===== src/rtl/dice_pkg.sv =====
// Shared types and defaults for the electronic dice front end.
package dice_pkg;

  localparam int unsigned DICE_DEBOUNCE_CYCLES = 16;
  localparam int unsigned DICE_GLITCH_W        = 8;

  typedef enum logic [1:0] {
    IDLE,
    PRESS_WAIT,
    HELD,
    RELEASE_WAIT
  } debounce_state_t;

endpackage


===== src/rtl/sync_2ff.sv =====
// Two-flop synchroniser for asynchronous pad inputs on the dice board.
module sync_2ff (
  input  logic clk,
  input  logic rst,
  input  logic d,
  output logic q
);

  logic s1;

  always_ff @(posedge clk or posedge rst) begin
    if (rst) begin
      s1 <= 1'b0;
      q  <= 1'b0;
    end else begin
      s1 <= d;
      q  <= s1;
    end
  end

endmodule


===== src/rtl/button_debounce.sv =====
// Push-button conditioner: synchronise, debounce, emit press/release pulses, count rejected bounces.
// The release pulse is named release_pulse because "release" is a reserved word in SystemVerilog.
module button_debounce
  import dice_pkg::*;
#(
  parameter int unsigned DEBOUNCE_CYCLES = DICE_DEBOUNCE_CYCLES,
  parameter int unsigned GLITCH_W        = DICE_GLITCH_W
) (
  input  logic                clk,
  input  logic                rst,
  input  logic                button_raw,
  output logic                button_out,
  output logic                press,
  output logic                release_pulse,
  output logic [GLITCH_W-1:0] glitch_cnt
);

  localparam int unsigned     CNT_W    = $clog2(DEBOUNCE_CYCLES) + 1;
  localparam logic [CNT_W-1:0] CNT_LAST = CNT_W'(DEBOUNCE_CYCLES - 1);

  logic             s2;
  logic             glitch_full;
  debounce_state_t  state;
  logic [CNT_W-1:0] cnt;

  sync_2ff u_sync (
    .clk (clk),
    .rst (rst),
    .d   (button_raw),
    .q   (s2)
  );

  assign glitch_full = &glitch_cnt;

  // Stability FSM: a new level must persist for DEBOUNCE_CYCLES wait cycles to be accepted.
  always_ff @(posedge clk or posedge rst) begin
    if (rst) begin
      state         <= IDLE;
      cnt           <= '0;
      button_out    <= 1'b0;
      press         <= 1'b0;
      release_pulse <= 1'b0;
      glitch_cnt    <= '0;
    end else begin
      press         <= 1'b0;
      release_pulse <= 1'b0;
      case (state)
        IDLE: begin
          if (s2) begin
            state <= PRESS_WAIT;
            cnt   <= '0;
          end
        end
        PRESS_WAIT: begin
          if (!s2) begin
            state <= IDLE;
            if (!glitch_full) glitch_cnt <= glitch_cnt + GLITCH_W'(1);
          end else if (cnt == CNT_LAST) begin
            state      <= HELD;
            button_out <= 1'b1;
            press      <= 1'b1;
          end else begin
            cnt <= cnt + CNT_W'(1);
          end
        end
        HELD: begin
          if (!s2) begin
            state <= RELEASE_WAIT;
            cnt   <= '0;
          end
        end
        RELEASE_WAIT: begin
          if (s2) begin
            state <= HELD;
            if (!glitch_full) glitch_cnt <= glitch_cnt + GLITCH_W'(1);
          end else if (cnt == CNT_LAST) begin
            state         <= IDLE;
            button_out    <= 1'b0;
            release_pulse <= 1'b1;
          end else begin
            cnt <= cnt + CNT_W'(1);
          end
        end
        default: begin
          state <= IDLE;
        end
      endcase
    end
  end

endmodule


===== config.mk =====
export PLATFORM = sky130hd
export DESIGN_NAME = button_debounce
export DESIGN_NICKNAME = d
export VERILOG_FILES = /design/src/rtl/dice_pkg.sv /design/src/rtl/sync_2ff.sv /design/src/rtl/button_debounce.sv
export SDC_FILE = /design/constraint.sdc
export NUM_CORES = 1
export LEC_CHECK = 0
export BUFFER_PORTS_ARGS = -buffer_cell sky130_fd_sc_hd__clkbuf_2
export CAP_MARGIN = 20
export CORE_MARGIN = 5
export CORE_UTILIZATION = 57
export CTS_BUF_LIST = sky130_fd_sc_hd__clkbuf_4
export CTS_CLUSTER_DIAMETER = 150
export CTS_CLUSTER_SIZE = 16
export DETAILED_ROUTE_END_ITERATION = 7
export PLACE_DENSITY = 0.8
export REMOVE_ABC_BUFFERS = 1
export SKIP_CTS_REPAIR_TIMING = 1
export SYNTH_ARGS = -nofsm -noshare
export SYNTH_HDL_FRONTEND = slang
export SYNTH_SLANG_ARGS = --single-unit

===== constraint.sdc =====
create_clock -name clk -period 2.3 [get_ports clk]
set_input_delay 0.115 -clock clk [delete_from_list [all_inputs] [get_ports clk]]
set_output_delay 0.115 -clock clk [all_outputs]
set_load 0.02 [all_outputs]

Yosys cells after proc, flatten, opt, wreduce, memory -nomap -nowiden
Cells that the tools add are included.
{ "totals": {"ff_bits": 20, "inputBits": 3} }
{ "classes": {"n_addsub": 2, "n_eq_ne": 14, "mux": 27, "n_reduce_logical": 7} }
{ "op_table": {"columns": ["op", "count"], "rows": [
  ["$mux 5", 5],
  ["$mux 8", 3],
  ["$pmux 5 s4", 1],
  ["$pmux 8 s2", 1],
  ["$mux 2", 6],
  ["$ne 2x2->1 const B", 5],
  ["$mux 1", 9],
  ["$add 8x1->8 const B", 1],
  ["$pmux 2 s4", 1],
  ["$reduce_and 4->1", 2],
  ["$reduce_and 8->1", 1],
  ["$ne 2x1->1 const B", 3],
  ["$add 5x1->5 const B", 1],
  ["$eq 5x4->1 const B", 1],
  ["$reduce_and 5->1", 1],
  ["$eq 2x2->1 const B", 2],
  ["$ne 3x2->1 const B", 1],
  ["$ne 3x3->1 const B", 1],
  ["$reduce_and 3->1", 1],
  ["$eq 2x1->1 const B", 1],
  ["$logic_not 2->1", 1],
  ["$pmux 1 s2", 1],
  ["$reduce_bool 2->1", 1]
]} }

Longest topological paths before layout
{ "logic_depth": {"depth_word": 4, "depth_mapped": 7} }

By module
Synthesis repeated with hierarchy kept, for this count alone.
{ "unflattened": {"cells_unflattened": 86, "area_unflattened_um2": 991.0} }
{ "modules_own_cells": {"columns": ["mod", "n_inst", "cells_each", "area_each_um2", "seq_area_each_um2"], "rows": [
  ["button_debounce", 1, 83, 937.1, 450.4],
  ["sync_2ff", 1, 3, 53.8, 50.0]
]} }

Worst setup path after synthesis
Ideal clock, no wire load.
{ "synth_path": {"path_type": "register -> register", "start": "register cnt[0]", "end": "register cnt[3]", "arrival_time_ps": 1534, "path_slack_ps": 644, "stages_incl_launch_ff": 8, "synth_period_minus_slack_ps": 1656, "path_cell_list": "dfrtp_1 -> ha_1 -> and3_1 -> ha_1 -> nand4b_1 -> nand2_1 -> nand2_1 -> a32o_1"} }
{ "synth_between": {"elab_chain_len": 4} }
{ "synth_lines": {"columns": ["element", "line", "source"], "rows": [
  ["from (decl)", "button_debounce.sv:24", "logic [CNT_W-1:0] cnt;"],
  ["from (signal assigned)", "button_debounce.sv:63", "cnt <= cnt + CNT_W'(1);"],
  ["from (signal assigned)", "button_debounce.sv:81", "cnt <= cnt + CNT_W'(1);"],
  ["$add 5x1->5 / $eq 5x4->1 (equally long branches)", null, null],
  ["$mux 5 (*)", "button_debounce.sv:58, button_debounce.sv:76", null],
  ["$mux 5, on equally long branches", "button_debounce.sv:73, button_debounce.sv:55", null],
  ["$pmux 5 s4 (*)", "button_debounce.sv:47", "case (state)"]
]} }
Every way passes the cells marked *; elsewhere a longest branch is shown, timed or not. The select of a mux whose other input is x is not followed.
A chain may end at the register's enable or synchronous reset.

Worst setup path after layout
Ends and elaborated chain as after synthesis.

==> summary.md <==
| Metric | Value |
|---|---|
| Result of the run | finished, final reports clean |
| Worst hold path stage count | 0 |
| Total negative slack | 0 ns |
| Number of failing hold endpoints at the final stage | 0 |
| Tightest hold margin | 0.3572 ns |
| Net count of the finished layout | 108 |
| Cells after synthesis | 82 |
| Area of the placeable core | 0.001524 mm2 |
| First-pass detailed-route iteration total | 4 |
| Type of element capturing the critical path | flip-flop |
| Average instance area after synthesis | 11.29 um2 |
| Detailed-route DRC error count | 0 |
| Max Cap Viol | 0 |
| Delay of the slowest cell on the worst path | 0.42 ns |
| Tmin final | 1.805 ns |
| Number of sinks handled by clock tree synthesis | 20 |
| Path length in cells of the critical path | 7 |
| Critical path data required time | 2.50 ns |
| Setup repair after global routing missed its margin | false |
| Final instance area | 0.001046 mm2 |
| Length in cells of the worst reg-to-reg path | 7 |
| Final global-route overflow total | 0 |
| Top-count cell post-synth | dfrtp_1 |
| Measured slew at the worst slew-check pin | 0.7410 ns |
| Vert. Die Dim | 50.31 um |
| Clock root buffer master | clkbuf_4 |
| Max-slew violations | 0 |
| Weighted congestion at the end of routability-driven global placement | 0.8719 |
| Clock transition at the registers of the reported paths | 0.12 ns |
| Leading cell types by total area after synthesis | dfrtp_1 (54%), ha_1 (5.4%), nand2_1 (3.2%) |
| Final antenna diode count | 0 |
| Total placed instance area | 999.7 um2 |
| Power density cells | 861.5 mW/mm2 |
| Largest area contributor in the netlist | dfrtp_1 |
| Timing startpoint of the critical path | cnt[0]$_DFFE_PP0P_ |
| Initial antenna violation count | 0 |
| CP cell instances | ha_1, and3_1, ha_1, nand4b_1, nand2_1, nand2_1, a32o_1 |
| CP max stage cell | dfrtp_1 |
| Top-Level Pins | 14 |
| CTS H-Tree Depth | 1 |
| Maximum resistive drop on vdd | 0.6679 mV |
| Routed wire length | 1.636 mm |
| First-pass GRT wire length | 2.842 mm |
| DRC violation total after the first TritonRoute iteration | 11 |
| Clock tree from TritonCTS | done |
| Proportion of register bits with asynchronous set or reset after synthesis | 100.0% |
| Post-synthesis to final-layout area growth | 12.97% |
| Data arrival time of the worst path | 2.01 ns |
| Die outline width | 50.31 um |
| Commonest cells in the synthesized netlist | dfrtp_1 (20), nand2_1 (8), inv_1 (5) |
| Type of origin of the critical path | flip-flop |
| Number of clock buffers inserted by TritonCTS | 3 |
| Yosys warning count | 0 |
| Setup skew after layout | 0.01525 ns |
| Post-synthesis sequential element count | 20 |
| Count of flip-flops with a built-in enable after synthesis | 0 |
| DR WL/cell | 14.10 um |
| Final Power | 0.9011 mW |
| Final core utilization | 68.64% |
| Classification of the worst-slack hold path | flip-flop to flip-flop |
| Leakage dissipation | 0.4801 nW |
| Seq/Total Area, Yosys | 54.05% |
| Area share of the largest cell type after synthesis | 54.05% |
| Detailed placement HPWL | 1.199 mm |
| Critical path's top delay family | simple AND/OR/NAND/NOR gates |
| Final clock period utilization by the worst path | 78.47% |
| Final number of setup-violating endpoints | 0 |
| Maximum fanout encountered on the critical timing path | 7 |
| Reg2Reg Launch Point | cnt[0]$_DFFE_PP0P_ |
| Highest attainable clock frequency | 0.5541 GHz |
| Residual antenna-violating net count after detailed routing | 0 |
| Worst-case headroom to the max-slew limit | 50.55% |
| Fraction of layout cells with a size suffix above 1 | 21.00% |
| Total Routing Usage GR | 14.33% |
| Number of port buffers | 13 |
| Initial Utilization | 60.76% |
| Worst Min Path Start | u_sync.s1$_DFF_PP0_ |
| Post-synth design cell area | 925.9 um2 |
| Critical setup path kind | flip-flop to flip-flop |
| Longest Clk Path Bufs | 2 |
| Clock latency of the later-clocked register in the worst-skew pair | 0.30 ns |
| FP Rows | 14 |
| Number of buffers and inverters on the critical path | 0 |
| Primary flip-flop cell chosen by synthesis mapping | dfrtp_1 |
| Overall via count from detail_route | 712 |
| Average via count per standard cell | 6.138 |
| Die ar. | 0.002531 mm2 |
| Vias in the first global route | 663 |
| Filler Cell Count | 119 |
| Largest net degree at the start of global routing | 21 |
| Number of library cell types mapped by synthesis | 27 |
-- worst reg2reg max path: stages (launching register included) --
cell and delay [ns]:
dfrtp_1 0.42, ha_1 0.24, and3_1 0.21, ha_1 0.26
nand4b_1 0.24, nand2_1 0.10, nand2_1 0.05, a32o_1 0.21
-- stage by stage --
stage	worst slack, ns	cells
finish	0.4952	116
global route	0.4034	116
global placement	0.5954	110
floorplan	0.6443	81
CTS	0.5017	114
detailed placement	0.5059	110
-- where the power goes --
part	switching [mW]	internal (mW)	leakage [nW]
clock network	0.102	0.0631	0.0154
registers	0.0782	0.413	0.253
logic	0.146	0.0988	0.211
-- cell usage in the layout, fill, tap and decap left out --
| master | instances |
|---|---|
| ha_1 | 4 |
| dfrtp_1 | 20 |
| nor3_1 | 3 |
| xor2_2 | 1 |
| a22o_1 | 1 |
| o211ai_1 | 1 |
| nor3b_1 | 2 |
| nand3_1 | 4 |
| clkbuf_4 | 3 |
| dlygate4sd3_1 | 2 |
| inv_1 | 5 |
| o2111ai_1 | 1 |
| o22ai_1 | 1 |
| nor3_2 | 1 |
| a21oi_1 | 4 |
| clkinv_1 | 1 |
| o21a_1 | 2 |
| xnor2_1 | 3 |
| o21ai_0 | 4 |
| mux2_2 | 2 |
| a311oi_1 | 1 |
| o21ai_2 | 1 |
| clkbuf_2 | 13 |
| nand4b_1 | 1 |
| and3_1 | 2 |
| a32o_1 | 1 |
| nor2_1 | 2 |
| nand2_1 | 8 |
| a31oi_1 | 4 |
| mux2_1 | 2 |
-- routing by layer --
layer	GRT usage (%)	share of wire, %	vias to the layer above
met1	17.65	45	360
li1	-	-	334
met5	0	0	-
met4	5.532	0.61	0
met3	4.142	4.2	2
met2	23.64	50	16
-- final timing paths --
kind | endpoint | slack [ns]
min reg2reg | u_sync.q$_DFF_PP0_ | 0.36
max | cnt[3]$_DFFE_PP0P_ | 0.50
min | u_sync.q$_DFF_PP0_ | 0.36
min in group asynchronous | glitch_cnt[5]$_DFFE_PP0P_ | 0.46
max reg2reg | cnt[3]$_DFFE_PP0P_ | 0.50
max in group asynchronous | cnt[1]$_DFFE_PP0P_ | 1.36
-- kinds of logic after synthesis --
kind of cell | count (synthesis) | share of synthesized area [%]
xor gates and xnor gates | 4 | 4.596
buffers and inverters | 6 | 3.243
muxes | 4 | 4.865
DFF | 20 | 54.05
AOI/OAI and AO/OA | 21 | 15.00
adders and majority gates | 4 | 5.406
and+or+nand+nor | 23 | 12.84
-- final cells by class --
cell class	instances	area [um2]	share of cell area, %
clock buffer	3	22.52	2.153
clock inverter	1	3.754	0.3589
inverter	5	18.77	1.794
multi-input combinational	56	395.4	37.80
sequential	20	500.5	47.85
tap	16	20.02	1.914
timing repair buffer	15	85.08	8.134
-- sequential cells by signal, indices dropped and copies added (netlist names), named ones only --
register       flops
u_sync.s1          1
press              1
glitch_cnt         8
release_pulse      1
state              1
cnt                5
u_sync.q           1
button_out         1
No activity file was read; power rests on OpenSTA's default activity.
